## src/rtl/mux_sel_ctrl.sv

```systemverilog
// Select-line controller for the lab 2-to-1 mux: synchronised, debounced
// pushbutton toggles sel; optional auto mode toggles sel every AUTO_PERIOD cycles.
//
// state        | meaning
// IDLE         | button released and stable
// PRESS_WAIT   | button went high, waiting for it to stay high
// PRESSED      | press accepted, button held
// RELEASE_WAIT | button went low, waiting for it to stay low
module mux_sel_ctrl #(
    parameter int unsigned DEBOUNCE_CYCLES = 1000000,
    parameter int unsigned AUTO_PERIOD     = 50000000,
    parameter int unsigned CNT_W           = 8
) (
    input  logic             clk,
    input  logic             rst,
    input  logic             btn_raw,
    input  logic             auto_en,
    output logic             sel,
    output logic             press_pulse,
    output logic             btn_state,
    output logic [CNT_W-1:0] press_count
);

    localparam int unsigned DW = $clog2(DEBOUNCE_CYCLES + 1);
    localparam int unsigned AW = $clog2(AUTO_PERIOD);
    localparam logic [DW-1:0] DEB_LAST  = DW'(DEBOUNCE_CYCLES - 1);
    localparam logic [AW-1:0] AUTO_LAST = AW'(AUTO_PERIOD - 1);

    typedef enum logic [1:0] {
        IDLE         = 2'd0,
        PRESS_WAIT   = 2'd1,
        PRESSED      = 2'd2,
        RELEASE_WAIT = 2'd3
    } state_t;

    state_t           state_q, state_d;
    logic [1:0]       btn_sync_q, btn_sync_d;
    logic [1:0]       auto_sync_q, auto_sync_d;
    logic [DW-1:0]    deb_cnt_q, deb_cnt_d;
    logic [AW-1:0]    auto_cnt_q, auto_cnt_d;
    logic             sel_q, sel_d;
    logic             press_pulse_q, press_pulse_d;
    logic             btn_state_q, btn_state_d;
    logic [CNT_W-1:0] press_count_q, press_count_d;

    logic btn_s;
    logic auto_s;
    logic accept;
    logic auto_wrap;

    assign btn_s  = btn_sync_q[1];
    assign auto_s = auto_sync_q[1];

    always_comb begin
        btn_sync_d  = {btn_sync_q[0], btn_raw};
        auto_sync_d = {auto_sync_q[0], auto_en};
    end

    always_comb begin
        state_d   = state_q;
        deb_cnt_d = deb_cnt_q;
        accept    = 1'b0;
        case (state_q)
            IDLE: begin
                if (btn_s) begin
                    state_d   = PRESS_WAIT;
                    deb_cnt_d = '0;
                end
            end
            PRESS_WAIT: begin
                if (!btn_s) begin
                    state_d = IDLE;
                end else if (deb_cnt_q == DEB_LAST) begin
                    state_d = PRESSED;
                    accept  = 1'b1;
                end else begin
                    deb_cnt_d = deb_cnt_q + 1'b1;
                end
            end
            PRESSED: begin
                if (!btn_s) begin
                    state_d   = RELEASE_WAIT;
                    deb_cnt_d = '0;
                end
            end
            RELEASE_WAIT: begin
                // a bounce back high resumes the held press without counting it again
                if (btn_s) begin
                    state_d = PRESSED;
                end else if (deb_cnt_q == DEB_LAST) begin
                    state_d = IDLE;
                end else begin
                    deb_cnt_d = deb_cnt_q + 1'b1;
                end
            end
            default: begin
                state_d   = IDLE;
                deb_cnt_d = '0;
            end
        endcase
    end

    always_comb begin
        auto_wrap = auto_s && (auto_cnt_q == AUTO_LAST);
        if (!auto_s || accept || auto_wrap) begin
            auto_cnt_d = '0;
        end else begin
            auto_cnt_d = auto_cnt_q + 1'b1;
        end
        // a press landing on an auto wrap must toggle sel only once
        sel_d         = sel_q ^ (accept | auto_wrap);
        press_pulse_d = accept;
        press_count_d = press_count_q + CNT_W'(accept);
        btn_state_d   = (state_d == PRESSED) || (state_d == RELEASE_WAIT);
    end

    always_ff @(posedge clk) begin
        if (rst) begin
            state_q       <= IDLE;
            btn_sync_q    <= '0;
            auto_sync_q   <= '0;
            deb_cnt_q     <= '0;
            auto_cnt_q    <= '0;
            sel_q         <= 1'b0;
            press_pulse_q <= 1'b0;
            btn_state_q   <= 1'b0;
            press_count_q <= '0;
        end else begin
            state_q       <= state_d;
            btn_sync_q    <= btn_sync_d;
            auto_sync_q   <= auto_sync_d;
            deb_cnt_q     <= deb_cnt_d;
            auto_cnt_q    <= auto_cnt_d;
            sel_q         <= sel_d;
            press_pulse_q <= press_pulse_d;
            btn_state_q   <= btn_state_d;
            press_count_q <= press_count_d;
        end
    end

    assign sel         = sel_q;
    assign press_pulse = press_pulse_q;
    assign btn_state   = btn_state_q;
    assign press_count = press_count_q;

endmodule

```

## config.mk

```make
export PLATFORM = sky130hd
export DESIGN_NAME = mux_sel_ctrl
export DESIGN_NICKNAME = d
export VERILOG_FILES = /design/src/rtl/mux_sel_ctrl.sv
export SDC_FILE = /design/constraint.sdc
export NUM_CORES = 1
export LEC_CHECK = 0
export CAP_MARGIN = 20
export CORE_MARGIN = 3
export CORE_UTILIZATION = 67
export CTS_BUF_LIST = sky130_fd_sc_hd__clkbuf_8
export DETAILED_ROUTE_END_ITERATION = 12
export HOLD_SLACK_MARGIN = 0.08
export PLACE_DENSITY = 0.95
export SLEW_MARGIN = 30
export SYNTH_ARGS = -nofsm -noshare
export SYNTH_HDL_FRONTEND = slang
export SYNTH_SLANG_ARGS = --single-unit
```

## constraint.sdc

```tcl
create_clock -name clk -period 4.19 [get_ports clk]
set_clock_uncertainty 0.1 [all_clocks]
set_input_delay 0.6285 -clock clk [delete_from_list [all_inputs] [get_ports clk]]
set_output_delay 0.6285 -clock clk [all_outputs]
set_load 0.01 [all_outputs]
```

==> metrics.cfg, run 1 <==
[cells_and_area]
insertedDiodeCount=0
multi_input_area_sq_um=1640
area_growth_pct=10.5
n_fill_cell=250
fin_cells=403
drive_gt1_share_pct=7.65
regArea_sq_um=1260
nNetsFinal=356

[synthesis]
netlist_instances=339
synth_xor_area_share_pct=6.07
synthTopCellsByCount=dfxtp_1 (63), nand2_1 (26), nand3_1 (20)
yosysSeqAreaShare_pct=41.9
synth_area_sq_um=3010
yosys.area.top_type_share_pct=41.9
synth_area_per_cell_sq_um=8.87
synth_top_area_cell=dfxtp_1
ys_seq_elements=63
syn-num-nets=347
synth_ff_type=dfxtp_1
synth_area_leaders=dfxtp_1 (42%), or4_1 (4.0%), nand3_1 (3.3%)
synth-compound-area-share_pct=13.6
synth_fa_ha_area_share_pct=1.66
synthArstFlopShare_pct=0
ys_types=48
yosysWarnings=0
yosysMostFrequentCell=dfxtp_1
synth_top_family_by_area=simple AND/OR/NAND/NOR gates
synth_edf_count=0
yosys.area_share.simple_pct=31.0
synthMuxAreaShare_pct=2.04

[cts]
hold_buffers=0
cts_resized=0
clkLatencyLatePin_ns=0.34
root_buffer=clkbuf_8
cts.repair_timing.setup_buffer_count=0
cts_tree=built
clockBufferDepth=2
cts.htree.levels=3
cts_buffers=9
path_clk_slew_ns=0.07
cts_sinks=63

[route]
drc=0
drt_first_pass_iters=6
drt_iter0_drc=216
wl_per_cell_um=15.9
routed_wl_um=6410
num_vias=2656
viasPerCell=6.59
ant_nets=0

[sta]
whs_ns=0.350
finalCritPeriodShare_pct=68.6
period_minus_slack_ns=2.87
fmaxAchievable_ghz=0.348
maxSlewHeadroom_pct=48.1
setup_viol=0
hold_violations=0
slew_viol_final=0
tns_ns=0
rsz0062_at_grt=no
tightest_slew_ns=0.778

[floorplanning]
die_area_sq_um=5330
floorplan.initialDensity_pct=72.1
rows=23
die_w_um=73
core_area_sq_um=4170
ios=15
dieHeight_um=73

[setup_path]
worst-r2r-cell-count=9
crit_top_cell=nor2_1
cp-start-kind=flop
max_stage_delay_ns=0.58
critical_path_class=reg2reg
worstPathArrival_ns=2.97
worst-path-max-fanout=11
end_kind=flop
cp.depth=9
crit_required_ns=4.29
critPathSlowestCell=nor2_1
cp_num_buf_inv=0
cp_top_family=simple AND/OR/NAND/NOR gates
crit_chain=or4_1 > nor2_1 > nand4_1 > nor2_1 > ha_1 > and3_1 > nand3_1 > xor2_1 > nor2_1

[global_route]
grt_pass1_vias=2411
track_usage_pct=26.8
grt_pass1_wl_um=11100
gr-total-overflow=0
antenna_found_initial=0
grt_start_max_net_pins=27

[pwr]
p_leak_nw=1.03
peakVddDrop_mv=0.325
p_per_area_nw_per_um2=331

[hold_path]
min_path_cells=1
hp-class=reg2reg

[placement]
hpwl_um=4170
portBuffers=14
dp_cells=387
gp_congestion=0.823

[run]
maxCapViolations=0

[outcome]
status=completed

## kinds of logic after synthesis
logic type / after synthesis
compound gates: 61
xor+xnor: 20
fa+ha+maj: 4
buf+inv: 25
flops: 63
mux: 6
simple gates: 160
## path summary, 6_finish.rpt
kind,startpoint,to,slack [ns]
max,deb_cnt_q[13]$_SDFFE_PP0P_,press_count[5]$_SDFF_PP0_,1.32
min,btn_sync_q[0]$_SDFF_PP0_,btn_sync_q[1]$_SDFF_PP0_,0.35
max reg2reg,deb_cnt_q[13]$_SDFFE_PP0P_,press_count[5]$_SDFF_PP0_,1.32
min reg2reg,btn_sync_q[0]$_SDFF_PP0_,btn_sync_q[1]$_SDFF_PP0_,0.35
## metrics by stage
stage / instance area, sq um / utilization (%) / total power [mW] / setup WS (ns)
after floorplan: 3010 / - / 0.631 / 1.87
after global placement: 3140 / 75.2 / 0.636 / 1.35
after detailed placement: 3140 / 75.2 / 0.637 / 1.25
after CTS: 3320 / 79.6 / 1.11 / 1.33
after global routing: 3320 / 79.7 / 1.14 / 1.14
final: 3320 / 79.7 / 1.10 / 1.32
## report_power, final
group / switching, mW / internal, mW / total, mW
registers: 0.00175 / 0.601 / 0.603
logic: 0.0132 / 0.00734 / 0.0206
clock network: 0.246 / 0.232 / 0.478
total: 0.261 / 0.840 / 1.10
## layer usage
layer	wire (um)	global-route usage (%)
met1	2760	33.0
met2	3160	44.0
met3	378	8.54
met4	113	9.63
met5	0	0
## worst reg2reg max path, cell delays in order (launching register included)
cell and delay [ns]:
dfxtp_1 0.36, or4_1 0.52, nor2_1 0.58, nand4_1 0.25
nor2_1 0.16, ha_1 0.18, and3_1 0.23, nand3_1 0.11
xor2_1 0.18, nor2_1 0.06
## final cells by class
class                   instances  share of cell area, %
clock buffers                  10                   4.14
clock inverters                 6                   1.35
inverters                       8                  0.903
multi-input cells             251                   49.3
flip-flops and latches         63                   37.9
well taps                      50                   1.88
repair buffers                 15                   4.44
## flip-flops by register name (all words and copies together), names as in the netlist
name         count
auto_cnt_q      26
deb_cnt_q       20
press_count      8
auto_sync_q      2
btn_sync_q       2
state_q          2
btn_state        1
press_pulse      1
sel              1
## cell usage in the layout (no fill, tap or decap), types with 2 or more instances in the layout
cell type        instances
a211oi_2                 2
nand4b_1                 2
and3_1                   8
nand2b_1                 6
ha_1                     4
or3_1                   12
o21ai_0                 12
nand2_1                 26
mux2i_1                  5
clkinvlp_4               3
xor2_1                   9
a21oi_1                 16
nor4_1                   2
nand4_1                 13
nand3_1                 20
o31ai_1                 10
clkbuf_8                10
or4_1                   16
inv_1                    8
and4_1                   6
a211oi_1                11
nor3_1                  19
o211ai_1                 2
nor2_1                  12
nor2b_1                  9
clkdlybuf4s50_1         14
dfxtp_1                 63
xnor2_1                 10
Note: power is estimated with default switching activity, not from simulation.
==> inputs of run 2 (changes only) <==
CORE_UTILIZATION = 56   (was 67)
PLACE_DENSITY = 0.86   (was 0.95)
clock period = 2.3 ns   (was 4.19 ns; I/O delays follow)
==> metrics.cfg, run 2 (synthesized netlist as in run 1, its figures left out) <==
[global_route]
antenna_found_initial=0
gr-total-overflow=0
grt_pass1_wl_um=11700
grt_pass1_vias=2596
grt_start_max_net_pins=27
track_usage_pct=23.6

[cells_and_area]
final_common_cell=dfxtp_1
area_growth_pct=19.2
insertedDiodeCount=0
n_fill_cell=390
most-common-layout-cells=dfxtp_1 (63), nand2_1 (26), buf_4 (22)
top_register=auto_cnt_q
largest_reg_flops=26
drive_gt1_share_pct=13.6
nNetsFinal=377

[route]
drt_iter0_drc=196
viasPerCell=6.20
ant_nets=0
num_vias=2752
wl_per_cell_um=15.6
routed_wl_um=6910
drt_first_pass_iters=7
drc=0

[outcome]
status=completed

[floorplanning]
rows=26
floorplan.initialDensity_pct=58.5
ios=15
dieHeight_um=79.3
die_area_sq_um=6290
die_w_um=79.3
core_area_sq_um=5140

[cts]
root_buffer=clkbuf_8
cts_buffers=9
clkLatencyLatePin_ns=0.35
clockBufferDepth=2
cts_tree=built
path_clk_slew_ns=0.07
cts.htree.levels=3
cts_sinks=63

[sta]
tightest_slew_ns=0.560
hold_violations=0
slew_viol_final=0
maxSlewHeadroom_pct=62.3
setup_viol=0
rsz0062_at_grt=no
finalCritPeriodShare_pct=95.7
fmaxAchievable_ghz=0.454
tns_ns=0
period_minus_slack_ns=2.20

[setup_path]
crit_required_ns=2.47
crit_chain=ha_1 > nand3_1 > or4_4 > or4_4 > a211oi_2
crit_top_cell=or4_4
cp_num_buf_inv=0
worst-path-max-fanout=7
worstPathArrival_ns=2.37
critical_path_class=reg2reg
end_kind=flop
max_stage_delay_ns=0.60
cp-start-kind=flop
critPathSlowestCell=or4_4
cp_top_family=simple AND/OR/NAND/NOR gates

[placement]
gp_congestion=0.892
hpwl_um=4550
portBuffers=14

[pwr]
finalPower_mw=2.35
p_per_area_nw_per_um2=657
peakVddDrop_mv=0.538
p_leak_nw=1.17

[hold_path]
hp-class=reg2reg

[run]
maxCapViolations=0

[run 2: changes by cell type in the layout (fill, tap and decap cells not counted), sizes merged]
cell / previous run / this run
inv: 9 / 12
buf: 1 / 22
clkbuf: 10 / 9
clkinvlp: 3 / 0
bufinv: 0 / 3
clkinv: 2 / 0
[run 2: layer usage]
metal / track usage (%) / vias to the layer above / wire length, um
li1: - / 1323 / -
met1: 27.7 / 1326 / 2880
met2: 39.7 / 82 / 3480
met3: 7.60 / 21 / 365
met4: 9.62 / 0 / 175
met5: 0 / - / 0
[run 2: report_power, final]
group / internal (mW) / switching [mW] / total (mW)
sequential: 1.09 / 0.00306 / 1.10
combinational: 0.0175 / 0.0264 / 0.0439
clock: 0.735 / 0.479 / 1.21
total: 1.85 / 0.508 / 2.35
[run 2: repair_timing]
action	CTS	global route
buffers inserted	0	1
resized for setup	0	4
hold buffers	0	0
endpoints found under the setup margin	0	7
[run 2: through the flow]
| stage | hold slack, ns | cells | setup WS [ns] | util, % | area [sq um] |
|---|---|---|---|---|---|
| after floorplan | 0.314 | 339 | 0.0739 | - | 3010 |
| after global placement | 0.322 | 427 | 0.146 | 64.5 | 3310 |
| after detailed placement | 0.334 | 427 | 0.0415 | 64.5 | 3310 |
| after CTS | 0.356 | 443 | 0.0109 | 69.3 | 3560 |
| after global routing | 0.371 | 444 | 0.0226 | 69.7 | 3580 |
| final | 0.349 | 444 | 0.0982 | 69.7 | 3580 |
[run 2: area by class of cell]
class	instances	area [sq um]	area share [%]
clock buffer	9	124	3.46
clock inverter	7	125	3.49
inverter	8	30.0	0.838
multi-input combinational	251	1650	46.1
sequential	63	1260	35.2
tap	70	87.6	2.44
timing repair buffer	36	305	8.52
[run 2: worst paths after layout]
kind | slack, ns | startpoint | cells after the start | endpoint
min reg2reg | 0.35 | auto_sync_q[0]$_SDFF_PP0_ | 1 | auto_sync_q[1]$_SDFF_PP0_
max reg2reg | 0.1 | auto_cnt_q[0]$_SDFF_PP0_ | 5 | auto_cnt_q[22]$_SDFF_PP0_
min | 0.35 | auto_sync_q[0]$_SDFF_PP0_ | 1 | auto_sync_q[1]$_SDFF_PP0_
max | 0.1 | auto_cnt_q[0]$_SDFF_PP0_ | 5 | auto_cnt_q[22]$_SDFF_PP0_
==> inputs of run 3 (changes only) <==
CTS_CLUSTER_DIAMETER = 40   (was unset)
==> results of run 3 <==
No change in the layout: final DEF, timing and power equal those of run 2.
